===== config.mk =====
export PLATFORM = sky130hd
export DESIGN_NAME = mem_request_arbiter
export DESIGN_NICKNAME = d
export VERILOG_FILES = /design/src/rtl/mem_request_arbiter.sv
export SDC_FILE = /design/constraint.sdc
export NUM_CORES = 1
export LEC_CHECK = 0
export ABC_AREA = 1
export BUFFER_PORTS_ARGS = -buffer_cell sky130_fd_sc_hd__clkbuf_2
export CAP_MARGIN = 20
export CORE_MARGIN = 2
export CORE_UTILIZATION = 40
export CTS_CLUSTER_DIAMETER = 50
export DETAILED_ROUTE_END_ITERATION = 8
export PLACE_DENSITY = 0.78
export SETUP_SLACK_MARGIN = 0.4
export SKIP_LAST_GASP = 1
export SLEW_MARGIN = 20
export SYNTH_ARGS = -nofsm -noshare
export SYNTH_HDL_FRONTEND = slang
export SYNTH_SLANG_ARGS = --single-unit

===== constraint.sdc =====
create_clock -name clk_in -period 5.9 [get_ports clk_in]
set_input_delay 0.59 -clock clk_in [delete_from_list [all_inputs] [get_ports clk_in]]
set_output_delay 0.59 -clock clk_in [all_outputs]
set_load 0.05 [all_outputs]

===== src/rtl/mem_request_arbiter.sv =====
// Single-outstanding memory arbiter for fetch, load and store requesters.
// Fixed priority store > load > fetch, with a starvation guard for fetch; flush handling stays local.
module mem_request_arbiter #(
    parameter int STARVE_LIMIT = 4
) (
    input  logic        clk_in,
    input  logic        rst_in,
    input  logic        rdy_in,
    input  logic        flush_signal,
    input  logic        ic_req_en,
    input  logic [31:0] ic_req_addr,
    output logic        ic_resp_en,
    output logic [31:0] ic_resp_data,
    input  logic        ld_req_en,
    input  logic [31:0] ld_req_addr,
    input  logic [1:0]  ld_req_width,
    output logic        ld_resp_en,
    output logic [31:0] ld_resp_data,
    input  logic        st_req_en,
    input  logic [31:0] st_req_addr,
    input  logic [1:0]  st_req_width,
    input  logic [31:0] st_req_data,
    output logic        st_resp_en,
    output logic        mem_req_en,
    output logic        mem_req_type,
    output logic [31:0] mem_req_addr,
    output logic [1:0]  mem_req_width,
    output logic [31:0] mem_req_data,
    input  logic        mem_resp_en,
    input  logic [31:0] mem_resp_data
);
    localparam int CW = $clog2(STARVE_LIMIT + 1);

    typedef enum logic [1:0] {IDLE, ISSUE, DRAIN, COOL} state_t;
    typedef enum logic [1:0] {OWN_NONE, OWN_FETCH, OWN_LOAD, OWN_STORE} owner_t;

    state_t        state, next_state;
    owner_t        owner, next_owner;
    logic [CW-1:0] starve_cnt, next_starve_cnt;
    logic          deliver, next_deliver;
    logic          grant, complete, fetch_forced;
    logic          req_type;
    logic [31:0]   req_addr, req_data;
    logic [1:0]    req_width;
    logic [31:0]   ic_data, ld_data;

    always_ff @(posedge clk_in or posedge rst_in) begin
        if (rst_in) begin
            state      <= IDLE;
            owner      <= OWN_NONE;
            starve_cnt <= '0;
            deliver    <= 1'b0;
        end else if (rdy_in) begin
            state      <= next_state;
            owner      <= next_owner;
            starve_cnt <= next_starve_cnt;
            deliver    <= next_deliver;
        end
    end

    // Request fields are captured at grant time; read data only when the response is delivered.
    always_ff @(posedge clk_in or posedge rst_in) begin
        if (rst_in) begin
            req_type  <= 1'b0;
            req_addr  <= '0;
            req_width <= '0;
            req_data  <= '0;
            ic_data   <= '0;
            ld_data   <= '0;
        end else if (rdy_in) begin
            if (grant) begin
                case (next_owner)
                    OWN_STORE: begin
                        req_type  <= 1'b1;
                        req_addr  <= st_req_addr;
                        req_width <= st_req_width;
                        req_data  <= st_req_data;
                    end
                    OWN_LOAD: begin
                        req_type  <= 1'b0;
                        req_addr  <= ld_req_addr;
                        req_width <= ld_req_width;
                        req_data  <= '0;
                    end
                    default: begin
                        req_type  <= 1'b0;
                        req_addr  <= ic_req_addr;
                        req_width <= 2'd2;
                        req_data  <= '0;
                    end
                endcase
            end
            if (complete && next_deliver && owner == OWN_LOAD)
                ld_data <= mem_resp_data;
            if (complete && next_deliver && owner == OWN_FETCH)
                ic_data <= mem_resp_data;
        end
    end

    always_comb begin
        next_state      = state;
        next_owner      = owner;
        next_starve_cnt = starve_cnt;
        next_deliver    = deliver;
        grant           = 1'b0;
        complete        = 1'b0;
        fetch_forced    = ic_req_en && (starve_cnt == CW'(STARVE_LIMIT));
        case (state)
            IDLE: begin
                if (!flush_signal && (st_req_en || ld_req_en || ic_req_en)) begin
                    grant      = 1'b1;
                    next_state = ISSUE;
                    if (fetch_forced)   next_owner = OWN_FETCH;
                    else if (st_req_en) next_owner = OWN_STORE;
                    else if (ld_req_en) next_owner = OWN_LOAD;
                    else                next_owner = OWN_FETCH;
                end
            end
            ISSUE: begin
                // A flush kills load/fetch responses, even one arriving this very cycle; stores always complete.
                if (mem_resp_en) begin
                    complete     = 1'b1;
                    next_state   = COOL;
                    next_deliver = (owner == OWN_STORE) || !flush_signal;
                end else if (flush_signal && owner != OWN_STORE) begin
                    next_state = DRAIN;
                end
            end
            DRAIN: begin
                if (mem_resp_en) begin
                    complete     = 1'b1;
                    next_state   = COOL;
                    next_deliver = 1'b0;
                end
            end
            COOL: begin
                next_state   = IDLE;
                next_owner   = OWN_NONE;
                next_deliver = 1'b0;
            end
            default: next_state = IDLE;
        endcase
        if (!ic_req_en || (grant && next_owner == OWN_FETCH))
            next_starve_cnt = '0;
        else if (grant && starve_cnt != CW'(STARVE_LIMIT))
            next_starve_cnt = starve_cnt + 1'b1;
    end

    // Response pulses live exactly in the COOL cycle after a delivered completion.
    always_comb begin
        mem_req_en    = (state == ISSUE) || (state == DRAIN);
        mem_req_type  = req_type;
        mem_req_addr  = req_addr;
        mem_req_width = req_width;
        mem_req_data  = req_data;
        ic_resp_en    = (state == COOL) && deliver && (owner == OWN_FETCH);
        ld_resp_en    = (state == COOL) && deliver && (owner == OWN_LOAD);
        st_resp_en    = (state == COOL) && deliver && (owner == OWN_STORE);
        ic_resp_data  = ic_data;
        ld_resp_data  = ld_data;
    end
endmodule


Word level (Yosys, flattened, before mapping)
Index checks and enable logic that the tools add are counted.
{ "totals": {"word_cells": 76, "inputBits": 172, "regBits": 139, "out_inout_bits": 135} }
{ "classes": {"addsub": 1, "reduce_logical": 27, "muxes": 23, "n_eq_ne": 15} }
{ "op_table": {"columns": ["operator", "n"], "rows": [
  ["32-bit one-hot mux with 2 select lines", 1],
  ["32-bit 2-to-1 mux", 1],
  ["2-bit 2-to-1 mux", 8],
  ["2-bit equality test (second input constant)", 6],
  ["1-bit logical AND", 12],
  ["2-bit one-hot mux with 2 select lines", 2],
  ["2-bit one-hot mux with 4 select lines", 1],
  ["2-bit AND reduction", 4],
  ["1-bit 2-to-1 mux", 7],
  ["2-bit by 1-bit equality test with 1-bit output (second input constant)", 3],
  ["3-bit 2-to-1 mux", 2],
  ["2-bit != test (second input constant)", 3],
  ["3-bit != test (second input constant)", 2],
  ["1-bit logical OR", 5],
  ["4-bit AND reduction", 1],
  ["3-bit by 1-bit adder with 3-bit output (second input constant)", 1],
  ["3-bit equality test (second input constant)", 1],
  ["1-bit one-hot mux with 3 select lines", 1],
  ["1-bit logical NOT", 2],
  ["2-bit logical NOT", 1],
  ["2-bit nonzero test", 1],
  ["2-bit OR reduction", 1]
]} }

Logic depth before layout (Yosys ltp)
Gate-level depths: netlist (run 1).
{ "depth": {"word_depth": 10, "mapped_depth": 14, "ltp_nobuf": 13} }

Least setup slack after synthesis (run 1)
OpenSTA, ideal clock, no wires.
{ "synth_timing": {"path_type": "flip-flop to flip-flop", "from": "register state[1]", "to": "register ic_data[16] (netlist: ic_resp_data[16])", "synth_period_minus_slack_ps": 2384, "n_path_buf": 1, "t_required_ps": 5780, "stages_incl_launch_ff": 9, "setup_time_ps": 120, "t_arrival_ps": 2264, "path_slack_ps": 3516, "cell_sequence": "dfrtp_1 inv_1 ha_1 inv_1 nor3_1 nand4_4 buf_4 nand2_1 o21ai_2"} }
{ "synth_between": {"elab_chain_len": 6, "elab_cells_between_ends": 9, "classes_between": "eq/ne: 3; mux: 2; reduce/logical: 4"} }
{ "synth_lines": {"columns": ["element", "line", "source"], "rows": [
  ["from (decl)", "37", "state_t state, next_state;"],
  ["from (signal assigned)", "54", "state <= next_state;"],
  ["2-bit by 1-bit equality test with 1-bit output / 2-bit equality test (equally long branches)", "108", "case (state)"],
  ["2-bit OR reduction (no line)", null, null],
  ["1-bit 2-to-1 mux", null, null],
  ["1-bit logical AND (*) (2 in a row)", "95", "if (complete && next_deliver && owner == OWN_FETCH)"],
  ["2-bit AND reduction (no line) (*)", null, null],
  ["to (signal assigned)", "96", "ic_data <= mem_resp_data;"],
  ["to (decl)", "45", "logic [31:0] ic_data, ld_data;"]
]} }
Every way passes the cells marked *; elsewhere a longest branch is shown, timed or not.
A chain may end at the register's enable or synchronous reset.

Worst setup path after layout (run 1)
{ "layout_timing": {"from": "register state[0]", "to": "register req_addr[19] (netlist: mem_req_addr[19])"} }
{ "layout_between": {"elab_chain_len": 4, "elab_cells_between_ends": 8, "classes_between": "eq/ne: 3; mux: 3; reduce/logical: 2"} }
{ "layout_lines": {"columns": ["element", "line", "source"], "rows": [
  ["2-bit equality test / 2-bit logical NOT (equally long branches)", "108", null],
  ["2-bit one-hot mux with 2 select lines", "108", null],
  ["2-bit equality test", "72", "case (next_owner)"],
  ["32-bit one-hot mux with 2 select lines", "72", null],
  ["to (signal assigned)", "75", "req_addr <= st_req_addr;"],
  ["to (signal assigned)", "81", "req_addr <= ld_req_addr;"],
  ["to (signal assigned)", "87", "req_addr <= ic_req_addr;"],
  ["to (decl)", "43", "logic [31:0] req_addr, req_data;"]
]} }
Parallel ways exist; a longest one is shown, timed or not.

==> results of run 1 <==
[sequential cells by signal (all words and copies together), names as in the netlist]
| name | flops |
|---|---|
| deliver | 1 |
| ic_resp_data | 32 |
| ld_resp_data | 32 |
| mem_req_addr | 32 |
| mem_req_data | 32 |
| mem_req_type | 1 |
| mem_req_width | 2 |
| owner | 2 |
| starve_cnt | 3 |
| state | 2 |
[cells in the final DEF, fill, tap and decap left out, types with 2 or more instances in the layout]
cell type	n
a21oi_1	4
buf_4	4
bufinv_16	4
clkbuf_16	17
clkbuf_2	306
clkinv_4	4
dfrtp_1	139
ha_1	7
inv_1	140
inv_2	2
inv_6	5
nand2_1	225
nand2_2	2
nand3_1	72
nand4_1	4
nand4_4	2
nor2_1	4
nor2_2	2
nor2_4	2
nor3_1	4
o21ai_0	61
o21ai_1	52
o21ai_2	21
[through the flow]
step / util / instances
after floorplan: - / 787
after global placement: 0.510 / 1274
after detailed placement: 0.510 / 1274
after CTS: 0.550 / 1306
after global routing: 0.551 / 1307
final: 0.551 / 1307
[power groups by stage]
stage	registers (µW)	clock network, µW	logic [µW]
after floorplan	2210	0	565
after global placement	1370	0	1850
after detailed placement	1380	0	1880
after CTS	1370	1180	1880
after global routing	1400	1220	2000
final	1370	1150	1870
[cells by family after synthesis]
family                     synth area share
AOI/OAI and AO/OA                     0.122
xor gates and xnor gates            0.00134
adders and majority gates            0.0134
buffers and inverters                 0.121
DFF                                   0.534
and+or+nand+nor                       0.208
[layer usage]
layer | GRT usage | routed length (µm) | vias to the layer above
met3 | 0.0664 | 1290 | 18
met2 | 0.365 | 9080 | 228
met1 | 0.262 | 7730 | 2826
li1 | - | - | 3035
met5 | 0 | 0 | -
met4 | 0.0761 | 283 | 0
[critical path, stage by stage (launching register included)]
cell and delay (ns):
dfrtp_1 0.40, inv_1 0.15, ha_1 0.21, inv_1 0.08, nor2_4 0.15, nand3_1 0.08, nand2_1 0.76, nand2_2 0.21
inv_2 0.82, nand2_1 0.13, nand3_1 0.13, o21ai_0 0.10, inv_1 0.09
[final timing paths]
path	startpoint	endpoint	slack (ns)
max in group asynchronous	rst_in	mem_req_data[30]	4.35
worst max-delay path	state[0]	mem_req_addr[19]	2.47
worst min register to register	mem_req_data[18]	mem_req_data[18]	0.48
worst min-delay path	rst_in	ld_resp_data[10]	0.32
min in group clk_in	ld_req_addr[31]	mem_req_addr[31]	0.38
worst max register to register	state[0]	mem_req_addr[19]	2.47
[layout make-up]
class,count,area share
diodes,1,0.000286
flip-flops and latches,139,0.398
well taps,216,0.0309
clock buffers,18,0.0491
clock inverters,14,0.0236
inverters,143,0.0619
repair buffers,310,0.179
multi-input cells,466,0.258
==> impl_results.md, run 1 <==
- Status: finished, final reports clean
- Setup TNS: 0 ns
- Comb pwr share: 0.426
- Post-synth EDFFs: 0
- Fmax: approximately 290 MHz
- Clock tree from TritonCTS: built
- Hold Slack: ~0.32 ns
- Clock Path Buffers: 2
- Residual DRC: 0
- Sequential fraction of the synthesis area: 0.534
- Avg Cell Area, Syn: between 8 and 9 µm²
- Final Hold Fails: 0
- Vias: 6107
- CP Launch Type: register
- Routed Antenna Nets: 0
- Pre-CTS WS: ~2.4 ns
- Required time worst endpoint: about 6.2 ns
- Reg2Reg Depth: 12
- Setup violators final: 0
- Synth area leader: dfrtp_1
- Largest net degree at the start of global routing: just under 100
- Resized cells post-CTS: 0
- Multi-input gate area: approximately 2300 µm²
- Max_cap viols: 0
- Design area: a little under 9000 µm²
- Leakage: approximately 0.0051 µW
- Flop pwr share: 0.312
- Clk Latency, worst-skew pair: around 0.42 ns
- Top-area cell type share of the netlist area: 0.534
- Final Max Slew Viols: 0
- Tcrit/Tclk final: 0.581
- Synthesis-stage register bit count: roughly 140
- Worst min-delay path class: input pin to asynchronous set/reset pin
- Slew headroom: 0.295
- Initial core utilization: 0.410
- Initial antenna violation count: 1
- Io pins: a little over 300
- Fraction of layout cells with a size suffix above 1: 0.343
- Depth of the CTS H-tree: 4
- Yosys warns: 0
- Worst slew pin tran: between 1 and 1.5 ns
- Total GRT Usage: 0.216
- RSZ-0062 raised after global routing: no
- Post-synth top flop: dfrtp_1
- Die width: 132 µm
- Final Skew: 0.0131 ns
- Vias per cell: between 4 and 5
- Cell with the most instances after synthesis: nand2_1
- Sw Ratio: 0.468
- Async SR Flop Fraction: 1.00
- Tot Pwr: between 4000 and 5000 µW
- PwrDens: roughly 500 nW/µm²
- FILL cells: around 1500
- Arrival time worst endpoint: about 3.8 ns
- Placed Area: slightly above 8000 µm²
- GP Congestion: between 0.8 and 0.9
- CP Class: register to register
- Post-synth cell types: 25
- Top cells by area, synth: dfrtp_1 (53%), nand2_1 (13%), inv_1 (8.1%)
- Port bufs: roughly 300
- Core Area: 15900 µm²
- Final Critical Period: 3.43 ns
- Cell Int Power: 2340 µW
- First-pass DRT Iterations: 4
- CTS sink cnt: approximately 140
- Worst Setup End Kind: register
- Clock Power Share: 0.263
- CTS Hold Bufs: 0
- Die ar.: 17300 µm²
- CTS root buffer: clkbuf_16
- Mapped Cells: slightly below 800
- Number of global-route vias before repair: between 5000 and 6000
- Layout area overhead: 34.2%
- HPWL after DPL: 13200 µm
- Most frequent cells after synthesis: nand2_1 (225), inv_1 (141), dfrtp_1 (139)
- Setup bufs post-CTS: 0
- DRT iter0 DRCs: 357
- Synthesized cell area: between 6000 and 7000 µm²
- First-pass GRT wire length: about 30000 µm
- Row count: 46
- Routed len/inst: around 14 µm
- Peak VDD IR: 0.308 mV
- Syn Nets: around 970
- Setup ws final: 2.47 ns
- DRT Wirelength: 18400 µm
- Total CTS buffers: 17
- Register Area: about 3500 µm²
- Remaining global-route overflow: 0
- Crit Path Max Fanout: between 60 and 70
- Clk slew on worst S/H paths: around 0.070 ns
- Sw power: 2060 µW
- Layout Nets: 1256
- Die height: roughly 130 µm
(Power assumes the default switching activity.)
==> run 2, diff against run 1 <==
--- a/config.mk
+++ b/config.mk
@@ -5,14 +5,14 @@
 export SDC_FILE = /design/constraint.sdc
 export NUM_CORES = 1
 export LEC_CHECK = 0
-export ABC_AREA = 1
+export ABC_AREA = 0
 export BUFFER_PORTS_ARGS = -buffer_cell sky130_fd_sc_hd__clkbuf_2
 export CAP_MARGIN = 20
 export CORE_MARGIN = 2
 export CORE_UTILIZATION = 40
 export CTS_CLUSTER_DIAMETER = 50
 export DETAILED_ROUTE_END_ITERATION = 8
-export PLACE_DENSITY = 0.78
+export PLACE_DENSITY = 0.8
 export SETUP_SLACK_MARGIN = 0.4
 export SKIP_LAST_GASP = 1
 export SLEW_MARGIN = 20
==> constraint.sdc (replaced) <==
create_clock -name clk_in -period 3.2 [get_ports clk_in]
set_input_delay 0.32 -clock clk_in [delete_from_list [all_inputs] [get_ports clk_in]]
set_output_delay 0.32 -clock clk_in [all_outputs]
set_load 0.05 [all_outputs]
==> run 2 against run 1 <==
  * Total power up 110%
  * Clock skew down 0.0036 ns
  * Die area down 8.2%
  * Largest cell class unchanged
==> impl_results.md, run 2 <==
- Layout area overhead: 37.9%
- Fmax: 385 MHz
- Main combinational cell family by area after synthesis: compound AO/OA/AOI/OAI gates
- Worst slew pin tran: 0.963 ns
- Clock Power Share: 0.197
- Final Max Slew Viols: 0
- Remaining global-route overflow: 0
- Row count: 44
- Vias per cell: approximately 5.2
- Peak VDD IR: ~0.47 mV
- Worst path cell trace: inv_1 > ha_1 > nor2b_1 > a221o_1 > a32oi_2 > buf_4 > o21ai_0
- Crit-path max cell delay: roughly 0.63 ns
- Antenna cells: 0
- Sw power: between 4000 and 5000 µW
- Clock tree from TritonCTS: built
- Async SR Flop Fraction: 1.00
- RSZ-0062 raised after global routing: yes
- Depth of the CTS H-tree: 4
- CP Launch Type: register
- CP top delay family: compound AO/OA/AOI/OAI gates
- Simple-gate portion of the synthesized area: 0.0958
- Crit Path Max Fanout: 20
- Worst min-delay path class: input pin to asynchronous set/reset pin
- Clk Latency, worst-skew pair: slightly above 0.4 ns
- Post-synthesis compound-gate area fraction: 0.143
- HPWL after DPL: roughly 12000 µm
- Yosys warns: 0
- Tcrit/Tclk final: 0.811
- Core Area: approximately 15000 µm²
- First-pass GRT wire length: between 20000 and 30000 µm
- GP Congestion: around 0.8
- Routed len/inst: approximately 17 µm
- Setup TNS: 0 ns
- Avg Cell Area, Syn: roughly 12 µm²
- Top cells by area, synth: dfrtp_1 (58%), mux2_2 (12%), nand2_1 (6.5%)
- Flop pwr share: 0.299
- Post-synth cell types: 45
- Required time worst endpoint: 3.48 ns
- Post-Synth Adder-Cell Area: 0.0147
- DRT Wirelength: approximately 17000 µm
- Final Critical Period: 2.59 ns
- Setup violators final: 0
- Mux cell area share after synthesis: 0.128
- Synthesized cell area: between 5000 and 6000 µm²
- Stages on the worst setup path: 7
- Die ar.: between 15000 and 20000 µm²
- Total CTS buffers: 17
- Most common cell after layout, fill and taps aside: clkbuf_2
- CTS root buffer: clkbuf_16
- Top-area cell type share of the netlist area: 0.583
- Layout Nets: between 900 and 1000
- Worst Setup End Kind: register
- Clock Path Buffers: 2
- Vias: around 5200
- CP bufs+invs: 2
- Die width: about 130 µm
- Syn Nets: 692
- Initial antenna violation count: 0
- First-pass DRT Iterations: 6
- Comb pwr share: 0.503
- Post-synth top flop: dfrtp_1
- Status: finished, final reports clean
- Slowest CP cell: a32oi_2
- Cell Int Power: approximately 4600 µW
- Final std cells w/o fill: approximately 1000
- Number of global-route vias before repair: 5266
- Routed Antenna Nets: 0
- PwrDens: about 1100 nW/µm²
- Post-Synth XOR/XNOR Area: 0
- Io pins: 307
- Arrival time worst endpoint: between 2 and 3 ns
- CP Class: register to register
- Reg2Reg Depth: 7
- DRT iter0 DRCs: between 300 and 400
- Max_cap viols: 0
- Synthesis-stage register bit count: 139
- CTS sink cnt: 139
- Slew headroom: 0.358
- Leakage: 0.00428 µW
- Largest net degree at the start of global routing: 140
- Total GRT Usage: 0.213
- Clk slew on worst S/H paths: around 0.060 ns
- Setup bufs post-CTS: 0
- Sw Ratio: 0.499
- Mapped Cells: 513
- Port bufs: around 300
- Final Skew: between 0.009 and 0.01 ns
- Most frequent cells after synthesis: dfrtp_1 (139), nand2_1 (104), mux2_2 (65)
- Sequential fraction of the synthesis area: 0.583
- Initial core utilization: 0.411
- Final Hold Fails: 0
- Placed cell count: about 980
- Post-synth EDFFs: 0
- Residual DRC: 0
- CTS Hold Bufs: 0
- Synth area leader: dfrtp_1
- Die height: around 130 µm
- Fraction of layout cells with a size suffix above 1: 0.516
- Resized cells post-CTS: 1
- Commonest cells after routing, fill and taps aside: clkbuf_2 (306), dfrtp_1 (139), nand2_1 (104)
- Cell with the most instances after synthesis: dfrtp_1
[run 2: kinds of logic after synthesis]
logic type | Yosys count
AOI/OAI and AO/OA | 124
adders and majority gates | 7
buffers and inverters | 41
DFF | 139
muxes | 68
and+or+nand+nor | 134
[run 2: final timing paths]
path                                       start          endpoint  slack, ns
worst max-delay path                    state[1]  mem_req_data[20]       0.61
worst min-delay path                      rst_in   ld_resp_data[5]       0.11
worst max register to register          state[1]  mem_req_data[20]       0.61
worst min register to register  mem_req_data[22]  mem_req_data[22]       0.48
max in group asynchronous                 rst_in     starve_cnt[0]       2.56
min in group clk_in              st_req_data[17]  mem_req_data[17]       0.12
[run 2: per-stage QoR]
step           hold slack [ns]   util  area, µm²  power (µW)  setup WS, ns
4_1_cts                  0.102  0.566       8220        9320         0.583
5_1_grt                  0.104  0.566       8230        9730         0.379
3_3_place_gp             0.461  0.527       7660        7340         0.524
2_1_floorplan            0.455      -       5970        6340         0.822
3_5_place_dp             0.469  0.527       7660        7450         0.377
6_report                 0.110  0.566       8230        9230         0.605
[run 2: area by class of cell]
| class | instances | area [µm²] |
|---|---|---|
| well taps | 184 | 230 |
| clock buffers | 17 | 425 |
| flip-flops and latches | 139 | 3480 |
| repair buffers | 314 | 1620 |
| clock inverters | 15 | 130 |
| multi-input cells | 333 | 2320 |
| fillers | 1250 | 6310 |
| inverters | 6 | 26.3 |
[run 2: tightest hold or removal path, delay by kind of cell]
family / cells / cell delay, ns
buffers and inverters: 3 / 0.69
[run 2: power by group through the flow]
stage	combinational [µW]	sequential (µW)	clock [µW]
after floorplan	1540	4800	0
after global placement	4600	2740	0
after detailed placement	4660	2790	0
after CTS	4680	2770	1870
after global routing	4930	2850	1950
final	4640	2760	1820
[run 2: layer usage]
metal	GRT usage	wire, µm
met4	0.0562	164
met5	0	0
met3	0.0663	1320
met2	0.374	8770
met1	0.254	6520
